--- config.mk ---
export PLATFORM = sky130hd
export DESIGN_NAME = if_unit
export DESIGN_NICKNAME = d
export VERILOG_FILES = /design/src/rtl/cpu_pkg.sv /design/src/rtl/if_id_reg.sv /design/src/rtl/if_unit.sv
export SDC_FILE = /design/constraint.sdc
export NUM_CORES = 1
export LEC_CHECK = 0
export BUFFER_PORTS_ARGS = -buffer_cell sky130_fd_sc_hd__buf_2
export CAP_MARGIN = 20
export CORE_ASPECT_RATIO = 0.9
export CORE_MARGIN = 8
export CORE_UTILIZATION = 52
export DETAILED_ROUTE_END_ITERATION = 10
export PLACE_DENSITY = 0.8
export SKIP_LAST_GASP = 1
export SLEW_MARGIN = 15
export SYNTH_ARGS = -nofsm -noshare
export SYNTH_HDL_FRONTEND = slang
export SYNTH_SLANG_ARGS = --single-unit
--- constraint.sdc ---
create_clock -name clk -period 2.8 [get_ports clk]
set_clock_uncertainty 0.2 [all_clocks]
set_input_delay 0.28 -clock clk [delete_from_list [all_inputs] [get_ports clk]]
set_output_delay 0.28 -clock clk [all_outputs]
set_load 0.02 [all_outputs]
--- src/rtl/cpu_pkg.sv ---
// cpu_pkg: shared opcodes, default NOP and fetch-state encoding for the pipelined CPU
package cpu_pkg;
  localparam logic [3:0] OP_HLT = 4'hF;
  localparam logic [15:0] DEFAULT_NOP = 16'h0000;
  typedef enum logic [1:0] {FETCH, HOLD, HALT} fetchState_t;
  function automatic logic isHlt(input logic [15:0] inst);
    return inst[15:12] == OP_HLT;
  endfunction
endpackage

--- src/rtl/if_id_reg.sv ---
// if_id_reg: pipeline register with flush > hold > load priority; idle cycles insert a bubble
module if_id_reg #(
  parameter int W = 16,
  parameter logic [W-1:0] RESET_INST = '0
) (
  input  logic         clk,
  input  logic         rst_n,
  input  logic         load,
  input  logic         hold,
  input  logic         flush,
  input  logic [W-1:0] instIn,
  input  logic [W-1:0] pcPlus2In,
  input  logic         validIn,
  output logic [W-1:0] inst,
  output logic [W-1:0] pcPlus2,
  output logic         valid
);
  always_ff @(posedge clk) begin
    if (!rst_n || flush) begin
      inst <= RESET_INST;
      pcPlus2 <= '0;
      valid <= 1'b0;
    end else if (!hold) begin
      if (load) begin
        inst <= instIn;
        pcPlus2 <= pcPlus2In;
      end
      valid <= load & validIn;
    end
  end
endmodule

--- src/rtl/if_unit.sv ---
// if_unit: instruction fetch stage (PC, imem handshake, IF/ID register, stall/redirect/HLT).
// Define IF_PERF_CNT_EN to add fetch_count and stall_cycles performance counters.
module if_unit
  import cpu_pkg::*;
#(
  parameter logic [15:0] RESET_PC = 16'h0000,
  parameter logic [15:0] NOP_INST = DEFAULT_NOP
) (
  input  logic        clk,
  input  logic        rst_n,
  input  logic        stall,
  input  logic        redirect,
  input  logic [15:0] redirect_pc,
  output logic        imem_req,
  output logic [15:0] imem_addr,
  input  logic [15:0] imem_rdata,
  input  logic        imem_rvalid,
  output logic [15:0] inst_ID,
  output logic [15:0] pc_plus2_ID,
  output logic        valid_ID,
  output logic        halted
`ifdef IF_PERF_CNT_EN
  ,
  output logic [15:0] fetch_count,
  output logic [15:0] stall_cycles
`endif
);
  fetchState_t state, nextState;
  logic [15:0] pc, nextPc, holdBuf, pcPlus2, loadInst;
  logic load, hold, flush, capture, wordReady;
  assign pcPlus2 = pc + 16'd2;
  assign loadInst = (state == HOLD) ? holdBuf : imem_rdata;
  assign wordReady = (state == HOLD) || imem_rvalid;
  assign imem_req = rst_n && (state == FETCH);
  assign imem_addr = pc;
  assign halted = state == HALT;
  always_ff @(posedge clk) begin
    if (!rst_n) begin
      state <= FETCH;
      pc <= RESET_PC;
      holdBuf <= NOP_INST;
    end else begin
      state <= nextState;
      pc <= nextPc;
      if (capture) holdBuf <= imem_rdata;
    end
  end
  // Redirect overrides everything; HALT with no redirect just bubbles IF/ID.
  always_comb begin
    nextState = state;
    nextPc = pc;
    load = 1'b0;
    hold = 1'b0;
    flush = 1'b0;
    capture = 1'b0;
    if (redirect) begin
      flush = 1'b1;
      nextPc = redirect_pc;
      nextState = FETCH;
    end else if (state != HALT) begin
      if (stall) begin
        hold = 1'b1;
        capture = (state == FETCH) && imem_rvalid;
        nextState = wordReady ? HOLD : FETCH;
      end else if (wordReady) begin
        load = 1'b1;
        nextPc = isHlt(loadInst) ? pc : pcPlus2;
        nextState = isHlt(loadInst) ? HALT : FETCH;
      end
    end
  end
  if_id_reg #(.W(16), .RESET_INST(NOP_INST)) ifId (
    .clk(clk),
    .rst_n(rst_n),
    .load(load),
    .hold(hold),
    .flush(flush),
    .instIn(loadInst),
    .pcPlus2In(pcPlus2),
    .validIn(1'b1),
    .inst(inst_ID),
    .pcPlus2(pc_plus2_ID),
    .valid(valid_ID)
  );
`ifdef IF_PERF_CNT_EN
  always_ff @(posedge clk) begin
    if (!rst_n) begin
      fetch_count <= '0;
      stall_cycles <= '0;
    end else begin
      if (load) fetch_count <= fetch_count + 16'd1;
      if (stall) stall_cycles <= stall_cycles + 16'd1;
    end
  end
`endif
endmodule
==> impl.org <==
** Layout
- After the last flow step, the layout net total stands at 464.
- Final Non-Filler Cells :: 501
- 0 antenna diodes ended up in the layout.
- Fraction of layout cells with a size suffix above 1 :: 0.292
- Area growth from synthesis to final layout :: 24.4%
- After filler insertion, the fill cell instance count of the layout stands at 480.

** STA
- Final Slew Violations :: 0
- The worst pin sits at a relative slew slack of 0.567.
- Setup total negative slack :: 0 ns
- At the pin with the least slew margin, the transition time is 0.649 ns.
- Final setup violation count :: 0
- Unrepaired setup endpoints after global routing :: false
- Post-route minimum period :: 2.29 ns
- Final hold slack :: 0.0154 ns
- Final Hold Viols :: 0
- Top achievable clock speed :: 436 MHz
- Dividing the final minimum period by the clock period gives 0.819.

** Status
- Outcome :: finished, final reports clean

** Setup path
- Data on the critical path is required at its endpoint by 2.87 ns.
- The kind of cell with the highest combined delay along the critical path is simple AND/OR/NAND/NOR gates.
- The critical path is of the reg -> reg type.
- The number of buffers and inverters on the critical path is 0.
- Crit path launch type :: register
- Maximum fanout count along the critical path :: 21
- For the worst setup path, the data arrival time is 2.36 ns.
- Critical Path Sink Type :: register
- Walking the worst path, the cells encountered are nand2_1, a21o_1, or4_1, a31oi_1.
- The number of cells on the worst reg-to-reg path is 4.
- Critical path's slowest cell :: sky130_fd_sc_hd__or4_1
- On the worst path, the slowest cell contributes a delay of 0.59 ns.
- In this run the number of cells on the critical path is 4.

** Floorplan
- For this configuration, the core starts out at a cell density of 0.543.
- Measured along the x axis, the die boundary spans 97.7 µm.
- 88 I/O pins were placed.
- The core region is 0.00576 mm².
- Vertical die dimension :: 89.6 µm
- DIE AREA :: 0.00875 mm²
- Number of rows in the core area :: 26

** Routing
- Across all layers, the routed design uses 2,808 vias.
- In the final routing, the length of wire on met1 measures 3470 µm.
- DR top layer :: met4
- After detailed routing, the number of vias per cell comes to 5.60.
- First-pass iteration count of the detailed router :: 4
- The routed design uses 465 µm of met3 wire.
- DRT iter0 DRCs :: 185
- Routed wire per std cell :: 16.2 µm
- Metal2 WL :: 4090 µm
- Remaining antenna violation count :: 0
- In the routed design, unresolved DRC markers number 0.
- WL final :: 8130 µm

** Global routing
- Summed over all layers, the global routing overflow is 0.
- Across every metal layer, demand over resource in global routing totals 0.187.
- The first global-routing pass estimated 13,100 µm of wire.
- Antenna violations before repair :: 0
- Maximum number of pins on one net before global-route repair :: 28
- Number of global-route vias before repair :: 2,765

** Logic synthesis
- In the post-synthesis netlist, the biggest area contributors are sky130_fd_sc_hd__dfxtp_1 43%, sky130_fd_sc_hd__mux2i_1 12%, sky130_fd_sc_hd__a211oi_1 5.8%, sky130_fd_sc_hd__nor2_1 5.3%, sky130_fd_sc_hd__o21ai_0 2.7%.
- Share of Yosys cell area claimed by the top area cell type :: 0.429
- Gate count of the mapped netlist :: 335
- Count of cell types in the netlist :: 50
- Synthesis inferred 67 register bits.
- In the synthesized netlist the dominant register cell turns out to be sky130_fd_sc_hd__dfxtp_1.
- Post-Synthesis Net Count :: 373
- For this run, the register share of the synthesized area comes to 0.429.
- Mean cell area of the mapped netlist :: 9.33 µm²
- The cell area that synthesis handed to floorplanning was 0.00313 mm².
- In this run, synthesis inferred 0 flip-flops with an integrated enable.
- Among all cell types in the netlist, the one instantiated most often is sky130_fd_sc_hd__dfxtp_1.
- The Yosys step of the flow raised 0 warnings.
- After synthesis, the most frequently instantiated cells are 67 x sky130_fd_sc_hd__dfxtp_1, 44 x sky130_fd_sc_hd__nor2_1, 38 x sky130_fd_sc_hd__mux2i_1.
- After synthesis, the share of flip-flops with an asynchronous set or reset is 0.
- Yosys top cell by area :: sky130_fd_sc_hd__dfxtp_1

** Clock tree
- Clock transition at the registers of the reported paths :: 0.07 ns
- At the later pin of the worst-skew pair, clock insertion delay measures 0.34 ns.
- Bufs on Longest Clock Path :: 2
- CTS Buf Count :: 9
- Clock tree from TritonCTS :: built
- CTS built an H-tree with a depth of 3.
- The clock drives 67 sinks.
- In this run the post-CTS setup repair buffer count came out at 0.
- Root Buffer Master :: sky130_fd_sc_hd__clkbuf_8

** Pwr
- Share of total power in combinational logic :: 0.142
- Of the total power, the share spent switching nets is 0.270.
- Static Leak :: 0.00174 µW
- Maximum ir drop on the vdd rail :: 348 µV
- The analysis attributes to net switching a power of 575 µW.
- Internal power comes to 1550 µW.
- The share of total power dissipated in sequential elements is 0.485.
- In this run the power density over the cells is 547 mW/mm².
- Of the total power, the clock network draws 0.373.

** Placement
- Routability cong. :: 0.842
- Count of placed standard cells including taps :: 475
- Placed wire-length estimate after detailed placement :: 5710 µm
- Number of port buffers :: 87

** Job
- Max-cap violations in this run came to 0.

** Hold path
- Hold Path Stages :: 3
- Class of the worst hold path :: in -> reg
cell usage in the layout (no fill, tap or decap), types with 2 or more instances in the layout:
cell / n
sky130_fd_sc_hd__buf_2: 87
sky130_fd_sc_hd__nor4_1: 2
sky130_fd_sc_hd__dlygate4sd3_1: 10
sky130_fd_sc_hd__inv_1: 6
sky130_fd_sc_hd__buf_4: 8
sky130_fd_sc_hd__o21ai_0: 17
sky130_fd_sc_hd__nor2_1: 44
sky130_fd_sc_hd__xor2_1: 9
sky130_fd_sc_hd__clkbuf_8: 10
sky130_fd_sc_hd__xnor2_1: 4
sky130_fd_sc_hd__mux2i_1: 38
sky130_fd_sc_hd__nand2b_1: 2
sky130_fd_sc_hd__o211a_1: 5
sky130_fd_sc_hd__or2_2: 3
sky130_fd_sc_hd__nor3_1: 5
sky130_fd_sc_hd__nand3_1: 6
sky130_fd_sc_hd__clkbuf_1: 2
sky130_fd_sc_hd__o21ba_2: 5
sky130_fd_sc_hd__nand2_1: 16
sky130_fd_sc_hd__or4_1: 7
sky130_fd_sc_hd__o311ai_0: 2
sky130_fd_sc_hd__o21bai_1: 2
sky130_fd_sc_hd__o31ai_1: 4
sky130_fd_sc_hd__a211oi_1: 24
sky130_fd_sc_hd__clkinvlp_4: 2
sky130_fd_sc_hd__a21oi_1: 7
sky130_fd_sc_hd__a31oi_1: 7
sky130_fd_sc_hd__nand4_1: 4
sky130_fd_sc_hd__dfxtp_1: 67
cell type report:
cell class	count	area [µm²]	area share
Multi-Input combinational cell	237	1650	0.424
Clock buffer	12	145	0.0373
Tap cell	70	87.6	0.0225
Timing Repair Buffer	105	596	0.153
Inverter	6	22.5	0.00579
Clock inverter	4	50.0	0.0129
Sequential cell	67	1340	0.345
kinds of logic (layout without fill, tap and decap cells):
| group | count (synthesis) | in the layout | synth area share |
|---|---|---|---|
| compound gates | 85 | 85 | 0.197 |
| flops | 67 | 67 | 0.429 |
| buf+inv | 31 | 127 | 0.0476 |
| fa+ha+maj | 1 | 1 | 0.00400 |
| xor+xnor | 13 | 13 | 0.0364 |
| mux | 40 | 40 | 0.130 |
| simple gates | 98 | 98 | 0.156 |
metal layers:
| metal | vias to the layer above | GRT usage |
|---|---|---|
| li1 | 1415 | - |
| met1 | 1300 | 0.206 |
| met2 | 85 | 0.334 |
| met3 | 8 | 0.0615 |
| met4 | 0 | 0.0650 |
| met5 | - | 0 |
final timing paths:
| path | from | to | slack [ns] |
|---|---|---|---|
| setup / recovery | state[0]$_SDFFE_PP0P_ | imem_addr[6]$_SDFFE_PN0P_ | 0.51 |
| hold / removal | imem_rdata[1] | holdBuf[1]$_SDFFE_PN0P_ | 0.02 |
| setup reg to reg | state[0]$_SDFFE_PP0P_ | imem_addr[6]$_SDFFE_PN0P_ | 0.51 |
| hold reg to reg | ifId.pcPlus2[1]$_SDFFE_PP0P_ | ifId.pcPlus2[1]$_SDFFE_PP0P_ | 0.26 |
worst reg2reg max path, cell delays in order (launching register included):
cell and delay [ns]:
sky130_fd_sc_hd__dfxtp_1 0.53, sky130_fd_sc_hd__nand2_1 0.27, sky130_fd_sc_hd__a21o_1 0.45, sky130_fd_sc_hd__or4_1 0.60, sky130_fd_sc_hd__a31oi_1 0.17
registers in the layout, summed over array words and instances, names as in the netlist:
signal	count
ifId.inst	16
ifId.pcPlus2	16
ifId.valid	1
state	2
holdBuf	16
imem_addr	16
timing repair:
action / 4_1_cts / 5_1_grt
setup endpoints to repair: 0 / 0
gates resized for setup: 0 / 0
hold endpoints to repair: 10 / 0
hold buffers: 10 / 0
power by group through the flow:
stage               registers (µW)  logic (µW)  clock network [µW]
floorplan                     1080         156                   0
global placement              1050         286                   0
detailed placement            1050         291                   0
CTS                           1030         303                 808
global route                  1040         332                 855
finish                        1030         303                 792
per-stage QoR:
stage	util	area, µm²	power, µW	setup slack, ns
after CTS	0.676	3890	2140	0.511
final	0.676	3890	2130	0.506
after global routing	0.676	3890	2220	0.378
after floorplan	-	3130	1240	0.647
after detailed placement	0.624	3590	1340	0.525
after global placement	0.624	3590	1340	0.618
No activity file was read; power rests on OpenSTA's default activity.
